[config.mk]
export PLATFORM = sky130hd
export DESIGN_NAME = mp_add_seq_flat
export DESIGN_NICKNAME = d
export VERILOG_FILES = /design/src/rtl/mp_add_seq_if.sv /design/src/rtl/mp_add_seq.sv /design/src/flat_wrapper.sv
export SDC_FILE = /design/constraint.sdc
export NUM_CORES = 1
export LEC_CHECK = 0
export ABC_AREA = 0
export ABC_CLOCK_PERIOD_IN_PS = 4900
export BUFFER_PORTS_ARGS = -buffer_cell sky130_fd_sc_hd__buf_2
export CAP_MARGIN = 40
export CORE_ASPECT_RATIO = 0.75
export CORE_UTILIZATION = 50
export DETAILED_ROUTE_END_ITERATION = 12
export MAX_ROUTING_LAYER = met4
export PLACE_DENSITY = 0.75
export RECOVER_POWER = 25
export SKIP_CTS_REPAIR_TIMING = 1
export SYNTH_ARGS = -nofsm -noshare
export SYNTH_HDL_FRONTEND = slang
export SYNTH_SLANG_ARGS = --single-unit
export TNS_END_PERCENT = 10
[constraint.sdc]
create_clock -name clk -period 4.9 [get_ports clk]
set_input_delay 1.47 -clock clk [delete_from_list [all_inputs] [get_ports clk]]
set_output_delay 1.47 -clock clk [all_outputs]
set_load 0.01 [all_outputs]
[src/rtl/mp_add_seq_if.sv]
// Handshake bundle for mp_add_seq: operand request channel and result channel.
interface mp_add_seq_if #(
  parameter int N      = 32,
  parameter int CHUNKS = 4
);
  localparam int W = N * CHUNKS;

  logic         in_valid;
  logic         in_ready;
  logic [W-1:0] a;
  logic [W-1:0] b;
  logic         cin;
  logic         sub;
  logic         out_valid;
  logic         out_ready;
  logic [W:0]   sum;
  logic         busy;

  modport master (
    output in_valid, a, b, cin, sub, out_ready,
    input  in_ready, out_valid, sum, busy
  );

  modport slave (
    input  in_valid, a, b, cin, sub, out_ready,
    output in_ready, out_valid, sum, busy
  );
endinterface

[src/rtl/mp_add_seq.sv]
// Multi-precision sequential adder: N bits per cycle, LS chunk first, W+1-bit result.
// Optional subtract support is enabled by defining MPADD_SUB_EN.
module mp_add_seq #(
  parameter int N      = 32,
  parameter int CHUNKS = 4
) (
  input logic         clk,
  input logic         rst,
  mp_add_seq_if.slave bus
);
  localparam int W     = N * CHUNKS;
  localparam int IDX_W = (CHUNKS > 1) ? $clog2(CHUNKS) : 1;
  localparam logic [IDX_W-1:0] LAST_IDX = IDX_W'(CHUNKS - 1);

  typedef enum logic [1:0] {
    S_IDLE = 2'd0,
    S_RUN  = 2'd1,
    S_DONE = 2'd2
  } state_t;

  state_t           state_q, state_d;
  logic [IDX_W-1:0] idx_q, idx_d;
  logic             carry_q, carry_d;
  logic [W-1:0]     a_q, a_d;
  logic [W-1:0]     b_q, b_d;
  logic [W:0]       sum_q, sum_d;
  logic             in_ready_q, out_valid_q, busy_q;

  logic [N-1:0]     chunk_a_s, chunk_b_s;
  logic [N:0]       chunk_add_s;
  logic [W-1:0]     b_cap_s;
  logic             carry_cap_s;

`ifdef MPADD_SUB_EN
  // Subtraction is a + ~b + 1, so only the captured B and the seed carry change.
  always_comb begin
    if (bus.sub) begin
      b_cap_s     = ~bus.b;
      carry_cap_s = 1'b1;
    end else begin
      b_cap_s     = bus.b;
      carry_cap_s = bus.cin;
    end
  end
`else
  logic sub_unused_s;
  assign sub_unused_s = bus.sub;

  always_comb begin
    b_cap_s     = bus.b;
    carry_cap_s = bus.cin;
  end
`endif

  always_comb begin
    chunk_a_s   = a_q[idx_q*N +: N];
    chunk_b_s   = b_q[idx_q*N +: N];
    chunk_add_s = {1'b0, chunk_a_s} + {1'b0, chunk_b_s} + {{N{1'b0}}, carry_q};
  end

  always_comb begin
    state_d = state_q;
    idx_d   = idx_q;
    carry_d = carry_q;
    a_d     = a_q;
    b_d     = b_q;
    sum_d   = sum_q;
    case (state_q)
      S_IDLE: begin
        if (bus.in_valid) begin
          a_d     = bus.a;
          b_d     = b_cap_s;
          carry_d = carry_cap_s;
          idx_d   = {IDX_W{1'b0}};
          sum_d   = {(W+1){1'b0}};
          state_d = S_RUN;
        end else begin
          state_d = S_IDLE;
        end
      end
      S_RUN: begin
        sum_d[idx_q*N +: N] = chunk_add_s[N-1:0];
        carry_d             = chunk_add_s[N];
        if (idx_q == LAST_IDX) begin
          sum_d[W] = chunk_add_s[N];
          state_d  = S_DONE;
        end else begin
          idx_d = idx_q + {{(IDX_W-1){1'b0}}, 1'b1};
        end
      end
      S_DONE: begin
        if (bus.out_ready) begin
          state_d = S_IDLE;
        end else begin
          state_d = S_DONE;
        end
      end
      default: begin
        state_d = S_IDLE;
      end
    endcase
  end

  // Status flags are registered from the next state so they line up with state_q.
  always_ff @(posedge clk) begin
    if (rst) begin
      state_q     <= S_IDLE;
      idx_q       <= {IDX_W{1'b0}};
      carry_q     <= 1'b0;
      a_q         <= {W{1'b0}};
      b_q         <= {W{1'b0}};
      sum_q       <= {(W+1){1'b0}};
      in_ready_q  <= 1'b1;
      out_valid_q <= 1'b0;
      busy_q      <= 1'b0;
    end else begin
      state_q     <= state_d;
      idx_q       <= idx_d;
      carry_q     <= carry_d;
      a_q         <= a_d;
      b_q         <= b_d;
      sum_q       <= sum_d;
      in_ready_q  <= (state_d == S_IDLE);
      out_valid_q <= (state_d == S_DONE);
      busy_q      <= (state_d != S_IDLE);
    end
  end

  assign bus.in_ready  = in_ready_q;
  assign bus.out_valid = out_valid_q;
  assign bus.busy      = busy_q;
  assign bus.sum       = sum_q;
endmodule

[src/flat_wrapper.sv]
// flat-port wrapper written by rule: the top's interface ports become plain ports
module mp_add_seq_flat 
#(
  parameter int N      = 32,
  parameter int CHUNKS = 4
)
  (clk, rst, bus_in_valid, bus_a, bus_b, bus_cin, bus_sub, bus_out_ready, bus_in_ready, bus_out_valid, bus_sum, bus_busy);
  mp_add_seq_if #(.N(N), .CHUNKS(CHUNKS)) bus_i ();
  input logic clk;
  input logic rst;
  input wire logic [$bits(bus_i.in_valid)-1:0] bus_in_valid;
  input wire logic [$bits(bus_i.a)-1:0] bus_a;
  input wire logic [$bits(bus_i.b)-1:0] bus_b;
  input wire logic [$bits(bus_i.cin)-1:0] bus_cin;
  input wire logic [$bits(bus_i.sub)-1:0] bus_sub;
  input wire logic [$bits(bus_i.out_ready)-1:0] bus_out_ready;
  output wire logic [$bits(bus_i.in_ready)-1:0] bus_in_ready;
  output wire logic [$bits(bus_i.out_valid)-1:0] bus_out_valid;
  output wire logic [$bits(bus_i.sum)-1:0] bus_sum;
  output wire logic [$bits(bus_i.busy)-1:0] bus_busy;
  assign bus_i.in_valid = bus_in_valid;
  assign bus_i.a = bus_a;
  assign bus_i.b = bus_b;
  assign bus_i.cin = bus_cin;
  assign bus_i.sub = bus_sub;
  assign bus_i.out_ready = bus_out_ready;
  assign bus_in_ready = bus_i.in_ready;
  assign bus_out_valid = bus_i.out_valid;
  assign bus_sum = bus_i.sum;
  assign bus_busy = bus_i.busy;
  mp_add_seq #(.N(N), .CHUNKS(CHUNKS)) u_core (.clk(clk), .rst(rst), .bus(bus_i));
endmodule
# Word level (Yosys, flattened, before mapping)

Cells that the tools add are included.

Output and inout bits: 132
Bits of input ports: 262
Flip-flop bits (word level): 393
Logic and storage cells: 43

Reduce and logical (&&, ||, !) cells: 7
$add $sub $neg: 4
Eq/ne operators: 6
Shifts and indexed selects: 4
Muxes and demuxes: 13

Operator list:

| operator                  | count |
|---|---|
| $pmux 129 s2              | 1 |
| $shiftx 128x8->32         | 2 |
| $bwmux 129                | 1 |
| $mux 129                  | 1 |
| $shift 32x34->129 const A | 1 |
| $shiftx 32x34->129        | 1 |
| $neg 7->34                | 1 |
| $add 32x32->33            | 1 |
| $add 33x1->33             | 1 |
| $mux 2                    | 4 |
| $eq 2x2->1 const B        | 3 |
| $pmux 2 s3                | 1 |
| $logic_not 2->1           | 2 |
| $ne 2x2->1 const B        | 2 |
| $pmux 2 s2                | 1 |
| $reduce_and 2->1          | 2 |
| $reduce_bool 2->1         | 2 |
| $mux 1                    | 3 |
| $reduce_and 3->1          | 1 |
| $add 2x1->2 const B       | 1 |
| $eq 2x1->1 const B        | 1 |
| $pmux 1 s2                | 1 |

# Depth between registers and ports, before layout

Gate-level depths: netlist of run 1.

Depth in word-level cells: 7
Depth in mapped cells: 13
Gate-level depth less buffers: 10

# Worst setup path after synthesis of run 1

No wires, ideal clock.

Path type: flip-flop to flip-flop
Start: reg u_core.idx_q[0]
End: reg u_core.sum_q[22] (netlist: u_core.bus.sum[22])
Stages on the path, launching flop included: 13
Library setup time: 0.125 ns
Path slack: 0.701 ns
Buffers on the path: 2
Arrival: 4.074 ns
Period minus slack after synthesis: 4.199 ns
Cells stage by stage: dfxtp_1 -> clkbuf_1 -> buf_1 -> mux4_2 -> fa_1 -> fa_1 -> a211oi_1 -> nor2_1 -> o211a_1 -> or3_4 -> or4_1 -> o211ai_2 -> o21ai_0

Longest elaborated chain between the ends: 6
Elaborated cells between the ends (all ways): 9
Classes of those cells: add/sub: 3; shift: 4; mux: 2

Ends and longest elaborated chain:

| what                                        | line                               | text |
|---|---|---|
| start, declared                             | mp_add_seq.sv:22                   | `logic [IDX_W-1:0] idx_q, idx_d;` |
| start signal, assigned                      | mp_add_seq.sv:108                  | `idx_q <= {IDX_W{1'b0}};` |
| start signal, assigned                      | mp_add_seq.sv:118                  | `idx_q <= idx_d;` |
| $shiftx 128x8->32, on equally long branches | mp_add_seq.sv:56, mp_add_seq.sv:57 |  |
| $add 32x32->33                              | mp_add_seq.sv:58                   | `chunk_add_s = {1'b0, chunk_a_s} + {1'b0, chunk_b_s} + {{N{1'b0}}, carry_q};` |
| $add 33x1->33                               | mp_add_seq.sv:58                   |  |
| $shiftx 32x34->129                          | mp_add_seq.sv:82                   | `sum_d[idx_q*N +: N] = chunk_add_s[N-1:0];` |
| $bwmux 129 *                                | mp_add_seq.sv:82                   |  |
| $pmux 129 s2 *                              | mp_add_seq.sv:68                   | `case (state_q)` |
| end signal, assigned                        | mp_add_seq.sv:112                  | `sum_q <= {(W+1){1'b0}};` |
| end signal, assigned                        | mp_add_seq.sv:122                  | `sum_q <= sum_d;` |
| end, declared                               | mp_add_seq.sv:26                   | `logic [W:0] sum_q, sum_d;` |

Every way passes the cells marked *; elsewhere a longest branch is shown, timed or not.
A chain may end at the register's enable or synchronous reset.

# Final worst setup path of run 1

Start: reg u_core.idx_q[0]
End: reg u_core.sum_q[124] (netlist: u_core.bus.sum[124])

The elaborated chain is that of the path after synthesis.

==> results of run 1 <==
critical path, delay by kind of cell, from the launching register on:
| kind | cells | cell delay (ps) |
|---|---|---|
| AOI/OAI and AO/OA | 4 | 920 |
| adders and majority gates | 1 | 490 |
| buffers and inverters | 2 | 520 |
| muxes | 1 | 590 |
| and+or+nand+nor | 2 | 510 |
| xor gates and xnor gates | 1 | 520 |
| DFF | 1 | 460 |
state kept, by name, indices dropped and copies added (netlist names):
signal	cells
u_core.bus.out_valid	1
u_core.bus.in_ready	1
u_core.state_q	2
u_core.b_q	128
u_core.bus.sum	129
u_core.carry_q	1
u_core.a_q	128
u_core.bus.busy	1
u_core.idx_q	2
cell usage after synthesis, types with 10 or more instances:
cell | number | area, um^2
inv_1 | 14 | 52.6
a22o_1 | 54 | 473
nand2_1 | 559 | 2100
mux4_2 | 64 | 1440
a21oi_1 | 296 | 1480
nor2_1 | 97 | 364
o21ai_0 | 34 | 170
xnor2_1 | 17 | 149
nand3_1 | 12 | 60.1
buf_1 | 10 | 37.5
clkbuf_1 | 122 | 458
buf_2 | 14 | 70.1
ha_1 | 35 | 438
dfxtp_1 | 393 | 7870
nand4_1 | 11 | 68.8
a22oi_1 | 60 | 450
a21o_1 | 16 | 120
per-layer routing:
layer	share of wire [%]	track usage, %
met5	0	-
met4	2.3	9.48
met3	6.4	5.18
met2	47	48.4
met1	45	41.0
stage by stage:
stage | std cells | total power, mW | setup WS, ps | hold slack (ps) | util (%)
floorplan | 1937 | 4.12 | 701 | 433 | -
global placement | 2642 | 4.46 | 928 | 433 | 58.1
detailed placement | 2643 | 4.49 | 888 | 441 | 58.1
CTS | 2713 | 7.29 | 836 | 451 | 61.7
global route | 2724 | 7.55 | 579 | 471 | 61.6
finish | 2726 | 7.27 | 817 | 453 | 61.6
logic make-up after synthesis:
group                      Yosys count  share of synthesized area [%]
AOI/OAI and AO/OA                  524                           19.5
buffers and inverters              160                           3.66
and+or+nand+nor                    730                           17.4
xor gates and xnor gates            24                           1.24
muxes                               69                           8.84
DFF                                393                           46.6
adders and majority gates           37                           2.83
power groups by stage:
| stage | logic (mW) | registers (mW) | clock network (mW) |
|---|---|---|---|
| 6_report | 1.01 | 3.42 | 2.83 |
| 2_1_floorplan | 0.653 | 3.46 | 0 |
| 3_5_place_dp | 0.999 | 3.49 | 0 |
| 3_3_place_gp | 0.985 | 3.48 | 0 |
| 4_1_cts | 1.00 | 3.42 | 2.87 |
| 5_1_grt | 1.10 | 3.43 | 3.02 |
area by class of cell:
class                      count  area share, %
multi-input combinational   1384           41.7
inverter                      14          0.260
clock inverter                18          0.594
clock buffer                  52           5.22
timing repair buffer         410           10.4
sequential                   393           39.0
antenna                       13          0.161
tap                          442           2.74
how the worst min path moves through the flow:
stage                        start                   to  depth (start not counted)
2_1_floorplan       u_core.a_q[64]       u_core.a_q[64]                          2
3_3_place_gp    u_core.bus.sum[22]   u_core.bus.sum[22]                          2
3_5_place_dp    u_core.bus.sum[22]   u_core.bus.sum[22]                          2
4_1_cts        u_core.bus.sum[127]  u_core.bus.sum[127]                          2
5_1_grt             u_core.b_q[56]       u_core.b_q[56]                          2
6_report            u_core.a_q[18]       u_core.a_q[18]                          2
cell usage in the layout (no fill, tap or decap), types with 5 or more instances in the layout:
master / count
a211oi_1: 6
o31ai_1: 5
a21o_1: 16
buf_4: 12
nand4_1: 11
a21oi_1: 296
o21ai_0: 34
a22oi_1: 60
nand2b_1: 6
clkinv_2: 9
buf_2: 351
mux4_2: 64
o21bai_1: 6
dfxtp_1: 391
xor2_1: 7
clkbuf_16: 39
xnor2_1: 17
o21a_1: 5
nor3_1: 8
diode_2: 13
o211ai_1: 5
nand3_1: 12
clkbuf_1: 50
a22o_1: 54
inv_1: 14
nand2_1: 559
nor2_1: 96
and2_1: 8
ha_1: 35
==> reports/summary.txt, run 1 <==
Vias in the first global route = 15.0k
H-tree Lvls = 2
Antenna violations before repair = 12
Drt total wl = 52.6 mm
Ys async rst share = 0%
Total net switching power = 2.02 mW
Initial Util = 51.5%
Leakage power = 8.37 nW
Critical path peak fanout = 16
Seq. cell area = 7880 um^2
Mapped Cells = 1,937
Cell Area, Placed = 19,100 um^2
Final setup viols = 0
Worst R2R Path Depth = 11
Critical path capture point = u_core.bus.sum[124]
Prevailing post-synth register cell = dfxtp_1
GRT overflow = 0
Synthesis-to-layout area growth = 19.7%
Root Driver = clkbuf_16
Hold WC Path Type = reg2reg
Share of cells above drive strength 1 = 22.8%
Drt wl/cell = 19.3 um
Outcome = finished with violations
Die width = 214 um
Seq pwr share = 47.1%
Num CTS Buffers = 39
Internal = 5.25 mW
Crit end category = flip-flop
Clock Power Share = 39.0%
Startpoint Class = flip-flop
Multi-input logic area = 8420 um^2
Worst Path Required = 5380 ps
Critical-path cell list = buf_4 > mux4_2 > ha_1 > and4_1 > nor3b_1 > a21oi_1 > buf_4 > o31ai_2 > a21boi_1 > xnor2_1 > a22o_1
Port-buffer cells = 392
Number of max-slew violations in the final report = 260
Initial drt markers = 1,580
Synth Warn # = 0
Die Span Y = 161 um
Global-route wire length before repair = 82.5 mm
Routed vias/inst = 5.73
Mapped cell area = 16,900 um^2
Rel. slew slack = -28.0%
Clock slew at reported path FFs = 70 ps
Failing checks = capacitance limit, slew limit
I/O pins = 394
Syn Nets = 2,236
Max Freq = 0.245 GHz
Overall routing resource usage = 30.9%
Worst path arrival time = 4570 ps
R2R Path End = u_core.bus.sum[124]
Sw frac = 27.8%
Final Wtd Congestion = 0.896
Final instance area = 20,200 um^2
Post-synth EDFFs = 0
RSZ-0062 raised after global routing = false
Power Density = 359 nW/um^2
TritonCTS sink count = 393
FP Rows = 57
Max IR drop VDD = 0.248 mV
CP max stage cell = mux4_2
Final hold viol count = 0
Shortest period the worst path allows = 4080 ps
Worst-skew pair later-pin latency = 550 ps
DP HPWL = 37.5 mm
Die area = 34,500 um^2
Largest net degree at the start of global routing = 174
Largest stage delay, worst path = 590 ps
DRC Markers = 0
Synthesized flop and latch total = 393
Final Skew = 14.6 ps
Core area = 32,800 um^2
Antenna-violating nets left = 0
Comb pwr share = 13.9%
Layout fillers = 2,915
Most repeated library cell on the critical path = buf_4
Setup crit start = u_core.idx_q[0]
CP Class = reg2reg
CTS Buffer Depth = 3
Vias post-DR = 15.6k
MaxCap Viol Count = 2
CTS tree = done
First-pass DRT Iterations = 7
Setup TNS = 0 ps
Syn Area/Cell = 8.72 um^2
Fin nets = 2,541
Final Cycle Share = 83.3%
Reg-to-reg startpoint = u_core.idx_q[0]
Synth cell types = 66
Worst Tran Pin Value = 1920 ps
Register-to-register path setup slack = 820 ps
Register area share after synthesis = 46.6%
Note: power is estimated with default switching activity, not from simulation.
==> run 2: changes to the inputs <==
- ABC_CLOCK_PERIOD_IN_PS: 4900 -> 4050
- clock period: 4.9 -> 4.05 ns (I/O delays scaled with it)
==> run 2 against run 1 <==
Sequential power up 21%. Core utilization up 0.78 points. Largest power group unchanged. Via count down 0.29%. Critical path type unchanged. Wire length down 1.3%. Highest routed layer unchanged. The run still ends with capacitance limit, slew limit left. Die area unchanged. Critical path depth down 1. Critical endpoint is now u_core.bus.sum[22]. Combinational power up 25%.
==> reports/summary.txt, run 2 (synthesis results as in run 1) <==
CTS Buffer Depth = 3 (unchanged)
Commonest non-fill, non-tap cells in the layout = 559 x nand2_1, 391 x dfxtp_1, 347 x buf_2 (was 559 x nand2_1, 391 x dfxtp_1, 351 x buf_2)
Number of max-slew violations in the final report = 321 (was 260)
Power Density = 441 nW/um^2 (was 359 nW/um^2)
Max IR drop VDD = 0.231 mV (was 0.248 mV)
Overall routing resource usage = 30.1% (was 30.9%)
TritonCTS sink count = 393 (unchanged)
Antenna violations before repair = 18 (was 12)
Internal = 6.65 mW (was 5.25 mW)
Routed vias/inst = 5.68 (was 5.73)
Port-buffer cells = 392 (unchanged)
Hold WC Path Type = reg2reg (unchanged)
Die Span Y = 161 um (unchanged)
H-tree Lvls = 2 (unchanged)
Core area = 32,800 um^2 (unchanged)
Final hold viol count = 0 (unchanged)
Worst Path Required = 4440 ps (was 5380 ps)
I/O pins = 394 (unchanged)
Critical-path cell list = mux4_2 > fa_1 > fa_1 > a211oi_1 > nor2_1 > o211a_1 > or3_4 > or4_1 > o211ai_2 > o21ai_0 (was buf_4 > mux4_2 > ha_1 > and4_1 > nor3b_1 > a21oi_1 > buf_4 > o31ai_2 > a21boi_1 > xnor2_1 > a22o_1)
Worst path arrival time = 4230 ps (was 4570 ps)
Antenna-violating nets left = 0 (unchanged)
Initial drt markers = 1,641 (was 1,580)
RSZ-0062 raised after global routing = false (unchanged)
Leakage power = 8.49 nW (was 8.37 nW)
Fin nets = 2,560 (was 2,541)
Root Driver = clkbuf_16 (unchanged)
GRT overflow = 0 (unchanged)
Rel. slew slack = -83.0% (was -28.0%)
Share of cells above drive strength 1 = 23.1% (was 22.8%)
Comb pwr share = 14.0% (was 13.9%)
MaxCap Viol Count = 2 (unchanged)
Max Freq = 0.260 GHz (was 0.245 GHz)
Drt wl/cell = 18.9 um (was 19.3 um)
Clock Power Share = 40.2% (was 39.0%)
Vias in the first global route = 14.4k (was 15.0k)
Most repeated library cell on the critical path = fa_1 (was buf_4)
Commonest non-fill, non-tap cell in the layout = nand2_1 (unchanged)
Startpoint Class = flip-flop (unchanged)
Initial Util = 51.5% (unchanged)
Final Cycle Share = 94.8% (was 83.3%)
Clock slew at reported path FFs = 60 ps (was 70 ps)
Failing checks = capacitance limit, slew limit (unchanged)
Synthesis-to-layout area growth = 21.2% (was 19.7%)
Final Skew = 22.5 ps (was 14.6 ps)
Largest net degree at the start of global routing = 239 (was 174)
WHS = 451 ps (was 453 ps)
Max reg flops = 129 (unchanged)
Total net switching power = 2.37 mW (was 2.02 mW)
CP max stage cell = mux4_2 (unchanged)
Crit end category = flip-flop (unchanged)
Die area = 34,500 um^2 (unchanged)
Global-route wire length before repair = 80.3 mm (was 82.5 mm)
Setup TNS = 0 ps (unchanged)
CTS tree = done (unchanged)
Shortest period the worst path allows = 3840 ps (was 4080 ps)
CP Class = reg2reg (unchanged)
DP HPWL = 36.8 mm (was 37.5 mm)
DRC Markers = 0 (unchanged)
Worst Tran Pin Value = 2750 ps (was 1920 ps)
Largest stage delay, worst path = 520 ps (was 590 ps)
Num CTS Buffers = 39 (unchanged)
WP buf/inv = 0 (was 2)
Outcome = finished with violations (unchanged)
Vias post-DR = 15.6k (about the same)
First-pass DRT Iterations = 6 (was 7)
Worst-skew pair later-pin latency = 540 ps (was 550 ps)
Seq pwr share = 45.8% (was 47.1%)
Die width = 214 um (unchanged)
Final setup viols = 0 (unchanged)
Sw frac = 26.3% (was 27.8%)
FP Rows = 57 (unchanged)
Critical path peak fanout = 4 (was 16)
Final Wtd Congestion = 0.939 (was 0.896)
CP top delay family = simple AND/OR/NAND/NOR gates (was compound AO/OA/AOI/OAI gates)
Drt total wl = 51.9 mm (was 52.6 mm)
[run 2: worst paths after layout]
kind	to	startpoint	cells past startpoint	slack, ps
setup reg to reg	u_core.bus.sum[22]	u_core.idx_q[0]	10	210
setup / recovery	u_core.bus.sum[22]	u_core.idx_q[0]	10	210
hold reg to reg	u_core.bus.sum[54]	u_core.bus.sum[54]	2	450
hold / removal	u_core.bus.sum[54]	u_core.bus.sum[54]	2	450
[run 2: cell type report]
| type | instances | area, um^2 |
|---|---|---|
| flip-flops and latches | 393 | 7880 |
| clock inverters | 8 | 104 |
| clock buffers | 58 | 1170 |
| inverters | 14 | 52.6 |
| multi-input cells | 1384 | 8410 |
| well taps | 442 | 553 |
| repair buffers | 429 | 2260 |
| diodes | 18 | 45.0 |
| fillers | 2865 | 12300 |
[run 2: per-stage QoR]
stage                     utilization, %  power (mW)  std cells  setup WS (ps)  cell area (um^2)
final                               62.4        9.03       2746            211             20500
after global routing                62.4        9.38       2745           10.7             20500
after CTS                           62.6        9.07       2728            244             20500
after detailed placement            58.7        5.47       2662            261             19300
after global placement              58.7        5.45       2662            326             19300
after floorplan                        -        4.98       1937           35.8             16900
[run 2: worst min-delay path, stage by stage (launching register included)]
cell and delay (ps):
dfxtp_1 320, nand2_1 40, o21ai_0 50
[run 2: layer usage]
layer	vias to the layer above	GRT usage, %	share of wire [%]
li1	7415	-	-
met1	7475	41.0	44
met2	612	45.8	46
met3	83	5.18	7.5
met4	0	9.45	2.4
met5	-	-	0
[run 2: power by group through the flow]
stage / Sequential (mW) / Combinational [mW] / Clock, mW
6_report: 4.13 / 1.26 / 3.63
5_1_grt: 4.15 / 1.37 / 3.86
4_1_cts: 4.13 / 1.26 / 3.68
3_5_place_dp: 4.21 / 1.26 / 0
3_3_place_gp: 4.20 / 1.24 / 0
2_1_floorplan: 4.19 / 0.790 / 0
==> run 3: changes to the inputs <==
- PLACE_DENSITY: 0.75 -> 0.74
==> run 3 against run 2 <==
The flow still finishes with violations (capacitance limit, slew limit). Count of clock-buffer cells in the layout fell by 5. Design area barely moved. Power rose by 0.59%. Combinational power barely moved. Largest power group unchanged. Highest routed layer unchanged.
==> reports/summary.txt, run 3 (synthesis results as in run 1) <==
Initial drt markers = 1,576 (was 1,641)
Reg-to-reg startpoint = u_core.idx_q[0] (unchanged)
WHS = 450 ps (was 451 ps)
R2R Path End = u_core.bus.sum[86] (was u_core.bus.sum[22])
DP HPWL = 37.0 mm (was 36.8 mm)
Worst R2R Path Depth = 10 (unchanged)
I/O pins = 394 (unchanged)
Fin nets = 2,560 (unchanged)
Vias in the first global route = 14.8k (was 14.4k)
Rel. slew slack = -37.8% (was -83.0%)
Shortest period the worst path allows = 3860 ps (was 3840 ps)
Number of max-slew violations in the final report = 16 (was 321)
Final Skew = 16.2 ps (was 22.5 ps)
GRT overflow = 0 (unchanged)
TritonCTS sink count = 393 (unchanged)
Core area = 32,800 um^2 (unchanged)
CTS tree = done (unchanged)
Commonest non-fill, non-tap cell in the layout = nand2_1 (unchanged)
H-tree Lvls = 2 (unchanged)
Worst Tran Pin Value = 2060 ps (was 2750 ps)
Critical path peak fanout = 7 (was 4)
Hold WC Path Type = reg2reg (unchanged)
Final Wtd Congestion = 0.892 (was 0.939)
Largest net degree at the start of global routing = 233 (was 239)
Worst Path Required = 4460 ps (was 4440 ps)
Die area = 34,500 um^2 (unchanged)
Die width = 214 um (unchanged)
Cell Area, Placed = 19,300 um^2 (unchanged)
Startpoint Class = flip-flop (unchanged)
Crit end category = flip-flop (unchanged)
Final hold viol count = 0 (unchanged)
Min-delay src = u_core.a_q[113] (was u_core.bus.sum[54])
Port-buffer cells = 392 (unchanged)
Die Span Y = 161 um (unchanged)
RSZ-0062 raised after global routing = false (unchanged)
Seq. cell area = 7880 um^2 (unchanged)
Worst path arrival time = 4280 ps (was 4230 ps)
Root Driver = clkbuf_16 (unchanged)
Outcome = finished with violations (unchanged)
Routed vias/inst = 5.65 (was 5.68)
Synthesis-to-layout area growth = 21.1% (was 21.2%)
Max Freq = 0.259 GHz (was 0.260 GHz)
Leakage power = 8.26 nW (was 8.49 nW)
Final Cycle Share = 95.4% (was 94.8%)
Drt wl/cell = 18.9 um (about the same)
Utilization after layout = 62.4% (about the same)
First-pass DRT Iterations = 5 (was 6)
Drt total wl = 52.0 mm (was 51.9 mm)
Final setup viols = 0 (unchanged)
Layout fillers = 2,908 (was 2,865)
Failing checks = capacitance limit, slew limit (unchanged)
Max IR drop VDD = 0.292 mV (was 0.231 mV)
Worst-skew pair later-pin latency = 540 ps (about the same)
Global-route wire length before repair = 81.0 mm (was 80.3 mm)
DRC Markers = 0 (unchanged)
Setup crit start = u_core.idx_q[0] (unchanged)
Num CTS Buffers = 39 (unchanged)
CTS Buffer Depth = 3 (unchanged)
Vias post-DR = 15.5k (was 15.6k)
Register-to-register path setup slack = 190 ps (was 210 ps)
Critical path capture point = u_core.bus.sum[86] (was u_core.bus.sum[22])
Share of cells above drive strength 1 = 20.7% (was 23.1%)
FP Rows = 57 (unchanged)
MaxCap Viol Count = 1 (was 2)
Max reg flops = 129 (unchanged)
Initial Util = 51.5% (unchanged)
Clock slew at reported path FFs = 60 ps (about the same)
Power Density = 444 nW/um^2 (was 441 nW/um^2)
Multi-input logic area = 8420 um^2 (was 8410 um^2)
Antenna violations before repair = 14 (was 18)
Commonest non-fill, non-tap cells in the layout = 559 x nand2_1, 391 x dfxtp_1, 296 x a21oi_1 (was 559 x nand2_1, 391 x dfxtp_1, 347 x buf_2)
Final instance area = 20,500 um^2 (about the same)
Antenna-violating nets left = 0 (unchanged)
Setup TNS = 0 ps (unchanged)
Overall routing resource usage = 30.4% (was 30.1%)
CP Class = reg2reg (unchanged)
-- run 3: changes by cell type in the layout (fill, tap and decap cells not counted), sizes merged --
cell      before  now
clkinvlp       0    2
clkbuf       105  160
bufinv         2    3
clkinv         4   11
buf          382  322
diode         18   15
-- run 3: final cells by class --
cell class                 instances  share of cell area (%)
antenna                           15                   0.183
tap                              442                    2.70
clock buffer                      53                    5.48
sequential                       393                    38.5
timing repair buffer             429                    10.9
clock inverter                    18                   0.893
inverter                          14                   0.257
multi-input combinational       1384                    41.2
-- run 3: layer usage --
metal	part of all wire, %	wire length (um)	global-route usage (%)	vias to the layer above
met5	0	0	-	-
met4	3.2	1670	11.2	0
met3	7.3	3780	6.12	90
met2	46	23800	46.6	610
met1	44	22700	39.9	7415
li1	-	-	-	7414
-- run 3: report_power, final --
group	switching, mW	total, mW	internal, mW
Combinational	0.781	1.26	0.479
Sequential	0.0926	4.13	4.04
Clock	1.54	3.69	2.15
-- run 3: how the worst min path moves through the flow --
stage	to	slack, ps	cells past startpoint
2_1_floorplan	u_core.a_q[64]	430	2
3_3_place_gp	u_core.bus.sum[21]	430	2
3_5_place_dp	u_core.bus.sum[21]	440	2
4_1_cts	u_core.a_q[113]	450	2
5_1_grt	u_core.b_q[87]	470	2
6_report	u_core.a_q[113]	450	2
-- run 3: through the flow --
step / setup WS, ps / cells / power, mW
final: 186 / 2748 / 9.08
after global routing: 27.3 / 2747 / 9.45
after CTS: 143 / 2733 / 9.13
after detailed placement: 170 / 2662 / 5.47
after global placement: 130 / 2661 / 5.44
after floorplan: 35.8 / 1937 / 4.98
-- run 3: critical path, cell delays in order, from the launching register on --
cell,delay (ps)
dfxtp_4,420
mux4_2,530
fa_1,480
fa_1,450
a211oi_1,340
nor2_1,130
o211a_1,290
or3_4,440
or4_1,420
o211ai_2,110
o21ai_0,120
